## src/rtl/rom_boot_loader_pkg.sv

```systemverilog
// Shared types and constants for the Hack boot loader: FSM state encoding,
// default frame start marker and a state-class helper.
package rom_boot_loader_pkg;

   typedef enum logic [3:0] {
      IDLE,
      CNT_HI,
      CNT_LO,
      DATA_HI,
      DATA_LO,
      WRITE,
      CSUM_HI,
      CSUM_LO,
      RUN,
      ERROR
   } state_t;

   localparam logic [7:0] DEFAULT_SYNC_BYTE = 8'h55;

   // States in which the loader is willing to take a byte from the host link.
   function automatic logic is_receiving(state_t s);
      return s inside {IDLE, CNT_HI, CNT_LO, DATA_HI, DATA_LO, CSUM_HI, CSUM_LO};
   endfunction

endpackage : rom_boot_loader_pkg

```

## src/rtl/rom_boot_loader_checksum16.sv

```systemverilog
// 16-bit modular sum of the image words; only built when
// ROM_BOOT_LOADER_CHECKSUM_EN is defined, since only then is it instantiated.
`ifdef ROM_BOOT_LOADER_CHECKSUM_EN
module checksum16 (
   input  logic        clk,
   input  logic        reset,
   input  logic        clear,
   input  logic        add_en,
   input  logic [15:0] word,
   output logic [15:0] sum
);

   always_ff @(posedge clk) begin
      if (reset || clear) begin
         sum <= '0;
      end else if (add_en) begin
         sum <= sum + word;
      end
   end

endmodule : checksum16
`endif

```

## src/rtl/rom_boot_loader.sv

```systemverilog
// Boot loader: receives a framed program image byte-wise, writes it to ROM from
// address 0 and then releases the CPU. Optional checksum: ROM_BOOT_LOADER_CHECKSUM_EN.
module rom_boot_loader
   import rom_boot_loader_pkg::*;
#(
   parameter int         ADDR_W    = 15,
   parameter int         MAX_WORDS = 32768,
   parameter logic [7:0] SYNC_BYTE = DEFAULT_SYNC_BYTE
) (
   input  logic              clk,
   input  logic              reset,
   input  logic [7:0]        rx_data,
   input  logic              rx_valid,
   output logic              rx_ready,
   input  logic              load_req,
   output logic              rom_we,
   output logic [ADDR_W-1:0] rom_addr,
   output logic [15:0]       rom_wdata,
   output logic              cpu_reset,
   output logic              loaded,
   output logic              error
);

`ifdef ROM_BOOT_LOADER_CHECKSUM_EN
   localparam state_t DONE_STATE = CSUM_HI;
`else
   localparam state_t DONE_STATE = RUN;
`endif

   state_t            state_q, state_d;
   logic [7:0]        byte_hi_q, byte_hi_d;
   logic [15:0]       word_count_q, word_count_d;
   logic [15:0]       index_q, index_d;
   logic [15:0]       rx_word;
   logic              accept;

   logic              rx_ready_d, rom_we_d, cpu_reset_d, loaded_d, error_d;
   logic [ADDR_W-1:0] rom_addr_d;
   logic [15:0]       rom_wdata_d;

   assign accept  = rx_valid && rx_ready;
   // The high byte of every two-byte field shares one holding register.
   assign rx_word = {byte_hi_q, rx_data};

`ifdef ROM_BOOT_LOADER_CHECKSUM_EN
   logic [15:0] sum;
   logic        sum_clear;
   logic        sum_add;

   assign sum_clear = !load_req && (state_q == IDLE) && accept && (rx_data == SYNC_BYTE);
   assign sum_add   = !load_req && (state_q == WRITE);

   checksum16 u_checksum (
      .clk    (clk),
      .reset  (reset),
      .clear  (sum_clear),
      .add_en (sum_add),
      .word   (rom_wdata),
      .sum    (sum)
   );
`endif

   // NOTE: every variable written here gets a default first, so no path leaves
   // it unassigned and no latch is inferred.
   always_comb begin
      state_d      = state_q;
      byte_hi_d    = byte_hi_q;
      word_count_d = word_count_q;
      index_d      = index_q;
      rom_addr_d   = rom_addr;
      rom_wdata_d  = rom_wdata;

      if (load_req) begin
         state_d = IDLE;
         index_d = '0;
      end else begin
         case (state_q)
            IDLE: begin
               if (accept && (rx_data == SYNC_BYTE)) state_d = CNT_HI;
            end
            CNT_HI: begin
               if (accept) begin
                  byte_hi_d = rx_data;
                  state_d   = CNT_LO;
               end
            end
            CNT_LO: begin
               if (accept) begin
                  word_count_d = rx_word;
                  index_d      = '0;
                  if (rx_word == 16'd0) begin
                     state_d = DONE_STATE;
                  end else if ({16'd0, rx_word} > 32'(MAX_WORDS)) begin
                     state_d = ERROR;
                  end else begin
                     state_d = DATA_HI;
                  end
               end
            end
            DATA_HI: begin
               if (accept) begin
                  byte_hi_d = rx_data;
                  state_d   = DATA_LO;
               end
            end
            DATA_LO: begin
               if (accept) begin
                  rom_wdata_d = rx_word;
                  rom_addr_d  = index_q[ADDR_W-1:0];
                  state_d     = WRITE;
               end
            end
            WRITE: begin
               index_d = index_q + 16'd1;
               if (index_q == word_count_q - 16'd1) begin
                  state_d = DONE_STATE;
               end else begin
                  state_d = DATA_HI;
               end
            end
`ifdef ROM_BOOT_LOADER_CHECKSUM_EN
            CSUM_HI: begin
               if (accept) begin
                  byte_hi_d = rx_data;
                  state_d   = CSUM_LO;
               end
            end
            CSUM_LO: begin
               if (accept) state_d = (rx_word == sum) ? RUN : ERROR;
            end
`endif
            RUN:     state_d = RUN;
            ERROR:   state_d = ERROR;
            default: state_d = IDLE;
         endcase
      end

      // Outputs are a decode of the next state so that they register in step with it.
      rx_ready_d  = is_receiving(state_d);
      rom_we_d    = (state_d == WRITE);
      cpu_reset_d = (state_d != RUN);
      loaded_d    = (state_d == RUN);
      error_d     = (state_d == ERROR);
   end

   // NOTE: sequential state uses non-blocking assignments so every register
   // samples pre-edge values regardless of statement order.
   always_ff @(posedge clk) begin
      if (reset) begin
         state_q      <= IDLE;
         byte_hi_q    <= '0;
         word_count_q <= '0;
         index_q      <= '0;
         rx_ready     <= 1'b1;
         rom_we       <= 1'b0;
         rom_addr     <= '0;
         rom_wdata    <= '0;
         cpu_reset    <= 1'b1;
         loaded       <= 1'b0;
         error        <= 1'b0;
      end else begin
         state_q      <= state_d;
         byte_hi_q    <= byte_hi_d;
         word_count_q <= word_count_d;
         index_q      <= index_d;
         rx_ready     <= rx_ready_d;
         rom_we       <= rom_we_d;
         rom_addr     <= rom_addr_d;
         rom_wdata    <= rom_wdata_d;
         cpu_reset    <= cpu_reset_d;
         loaded       <= loaded_d;
         error        <= error_d;
      end
   end

endmodule : rom_boot_loader

```

## config.mk

```make
export PLATFORM = sky130hd
export DESIGN_NAME = rom_boot_loader
export DESIGN_NICKNAME = d
export VERILOG_FILES = /design/src/rtl/rom_boot_loader_pkg.sv /design/src/rtl/rom_boot_loader_checksum16.sv /design/src/rtl/rom_boot_loader.sv
export SDC_FILE = /design/constraint.sdc
export NUM_CORES = 1
export LEC_CHECK = 0
export BUFFER_PORTS_ARGS = -buffer_cell sky130_fd_sc_hd__buf_2
export CORE_ASPECT_RATIO = 0.7
export CORE_MARGIN = 2
export CORE_UTILIZATION = 52
export CTS_CLUSTER_SIZE = 30
export DETAILED_ROUTE_END_ITERATION = 10
export PLACE_DENSITY_LB_ADDON = 0.2
export SYNTH_ARGS = -nofsm -noshare
export SYNTH_HDL_FRONTEND = slang
export SYNTH_HIERARCHICAL = 1
export SYNTH_SLANG_ARGS = --single-unit
```

## constraint.sdc

```tcl
create_clock -name clk -period 2.15 [get_ports clk]
set_input_delay 0.1075 -clock clk [delete_from_list [all_inputs] [get_ports clk]]
set_output_delay 0.1075 -clock clk [all_outputs]
set_load 0.02 [all_outputs]
```

==> results by group <==
Outcome
  – Status: finished with violations
  – Failing checks: negative setup slack

Global routing
  – GRT Overall Usage: between 20 and 30%
  – First-pass GRT wire length: ~17000 um
  – Gr ovfl total: 0
  – Vias in the first global route: 3140
  – Largest net degree at the start of global routing: 57
  – Initial antenna violation count: 0

Yosys
  – Post-synth EDFFs: 0
  – Syn Nets: 478
  – Synth async-reset ratio: 0%
  – Synthesized flop and latch total: 80
  – Syn Inst Count: 464
  – Mean Syn Cell Area: 8.19 um2
  – Unique masters post-synth: a little over 60
  – YS warnings: 6
  – Seq/Total Area, Yosys: a little over two fifths
  – Post-synthesis cell area: between 3000 and 4000 um2
  – Synth Flop Type: dfxtp_1

Detailed routing
  – Vias/cell: between 5 and 6
  – Total routed wirelength: 11100 um
  – Total number of vias: 3715
  – DRC errors left: 0
  – WL/cell: around 17 um
  – TritonRoute pass-1 iters: 5
  – Initial DRC count: 269
  – Post-route ant nets: 0

Place
  – DP HPWL: 8130 um
  – Count of input and output buffers: 47
  – RD Place Congestion: ~0.95
  – Post-place setup slack: -0.194 ns

Floorplanning
  – Initial core utilization: between 50 and 60%
  – Die ar.: ~8000 um2
  – Chip Width: around 110 um
  – Io pins: 48
  – Row count: 26
  – Die Y: around 76 um
  – Core Footprint: about 7000 um2

Worst setup path
  – Max incr delay on CP: 0.54 ns
  – Bufs and invs on worst path: 1
  – Worst EP required: about 2.4 ns
  – Delay-heaviest family, CP: simple AND/OR/NAND/NOR gates
  – Origin of the worst setup path: word_count_q[1]
  – CP Max Fanout: 5
  – Reg2reg start: word_count_q[1]
  – Crit path cell chain: inv_2 > ha_4 > or3b_4 > a2111o_1 > nand4_1 > o21ai_1 > or4b_4 > a21bo_1
  – Crit Path Category: flop to flop
  – Startpoint types: flop
  – CP endpoint kind: flop
  – Critical Path AT: ~2.6 ns
  – Slowest cell on crit path: or4b_4

Run
  – Maxcap violations: 0

STA
  – Slew headroom: 59.6%
  – # setup viols final: 7
  – RSZ-0062 raised after global routing: true
  – Minimum clock period: roughly 2.3 ns
  – Fmax: roughly 0.43 GHz
  – Crit share post-route: 108%
  – Worst Skew: between 0.01 and 0.015 ns
  – Slew @ Worst Pin: a little over 0.6 ns
  – Worst setup margin: -0.179 ns
  – Fin. max-slew vios: 0
  – Hold Vio Cnt, Final: 0

Clock network
  – Clock root buffer: clkbuf_8
  – Worst-Skew Late Latency: roughly 0.36 ns
  – CTS Buf Count: 9
  – # hold bufs at CTS: 0
  – Clock sink total: 80
  – Clk slew on worst S/H paths: ~0.080 ns
  – CTS tree: built
  – CTS H-tree lvls: 3
  – CTS max path bufs: 2

Power and ir drop
  – Total power: between 2 and 3 mW
  – Maximum vdd drop: around 0.29 mV
  – Pwr dens: around 550 nW/um2
  – Leakage power total: 2.00 nW

Final layout
  – Ant. Diodes: 0
  – Layout area overhead: 30.4%
  – Most common cell after layout, fill and taps aside: nand2_1
  – Fin nets: approximately 580
  – Commonest cells after routing, fill and taps aside: 82 x nand2_1, 73 x dfxtp_1, 70 x buf_4
  – Share of cells above drive strength 1: 32.2%

Hold path
  – Worst hold start: rx_data[2]
  – Worst hold path class: input pin to flop
==> kinds of logic after synthesis <==
kind of cell | count (synthesis) | share of synthesized area, %
AO/OA/AOI/OAI | 81 | 12.6
XOR/XNOR | 21 | 4.84
adder cells (fa/ha/maj) | 2 | 0.658
buffers and inverters | 36 | 4.77
flip-flops | 80 | 42.1
multiplexers | 25 | 6.65
AND/OR/NAND/NOR | 219 | 28.4
==> cells in the mapped netlist (3+ instances only) <==
| cell | instances | share of area, % |
|---|---|---|
| nand2_1 | 83 | 8.2 |
| dfxtp_1 | 80 | 42 |
| a21oi_1 | 50 | 6.6 |
| nor2_1 | 50 | 4.9 |
| mux2i_1 | 23 | 6.1 |
| clkbuf_1 | 20 | 2.0 |
| nand3_1 | 15 | 2.0 |
| xnor2_1 | 11 | 2.5 |
| nor3_1 | 10 | 1.3 |
| xor2_1 | 10 | 2.3 |
| nand4_1 | 9 | 1.5 |
| nor4_1 | 9 | 1.5 |
| o21ai_0 | 7 | 0.92 |
| buf_2 | 6 | 0.79 |
| or2_2 | 6 | 0.99 |
| inv_1 | 5 | 0.49 |
| o211ai_1 | 4 | 0.79 |
| nand2b_1 | 3 | 0.49 |
==> final cells by class <==
cell class | instances | area, um2
fillers | 586 | 2230
well taps | 98 | 123
flip-flops and latches | 80 | 1620
repair buffers | 119 | 801
clock buffers | 10 | 138
multi-input cells | 348 | 2190
clock inverters | 6 | 75.1
inverters | 5 | 18.8
==> where the power goes <==
| part | internal, mW | total (mW) | switching (mW) |
|---|---|---|---|
| Sequential | 1.48 | 1.48 | 0.0000674 |
| Combinational | 0.0237 | 0.0709 | 0.0472 |
| Clock | 0.585 | 1.19 | 0.607 |
==> through the flow <==
stage | area, um2 | TNS (ns) | util, % | cells | hold WS, ns
finish | 4960 | -0.863 | 69.0 | 666 | 0.0562
global route | 4960 | -1.37 | 69.0 | 666 | 0.0482
CTS | 4840 | -0.742 | 67.3 | 664 | 0.0387
detailed placement | 4570 | -0.924 | 63.6 | 647 | 0.423
global placement | 4570 | -0.630 | 63.6 | 647 | 0.420
floorplan | 3830 | -0.130 | - | 464 | 0.243
==> flip-flops by register name (all words and copies together), names as in the netlist <==
| signal | count |
|---|---|
| state_q | 4 |
| index_q | 16 |
| loaded | 1 |
| cpu_reset | 1 |
| rom_wdata | 16 |
| rom_we | 1 |
| rom_addr | 15 |
| byte_hi_q | 8 |
| rx_ready | 1 |
| error | 1 |
| word_count_q | 16 |
==> worst min-delay path, delay by kind of cell <==
family | cells | cell delay, ns
buffers and inverters | 1 | 0.14
AOI/OAI and AO/OA | 1 | 0.05
and+or+nand+nor | 1 | 0.06
==> routing by layer <==
metal  vias to the layer above  routed length (um)  track usage, %
met4                         0                 116            6.58
met5                         -                   0               0
met3                        13                 978            8.21
met1                      1742                5410            41.8
li1                       1815                   -               -
met2                       145                4650            38.0
==> final timing paths <==
check / cells past startpoint / slack (ns) / endpoint
worst max-delay path: 8 / -0.18 / cpu_reset
worst min-delay path: 3 / 0.06 / rom_wdata[2]
worst max register to register: 8 / -0.18 / cpu_reset
worst min register to register: 2 / 0.45 / rom_wdata[4]
==> repair_timing <==
action,CTS,global route
setup buffers,1,3
resized for setup,9,20
hold endpoints to repair,0,0
pin swaps,5,13
endpoints found under the setup margin,7,14
Power figures use the tool's default switching activity.
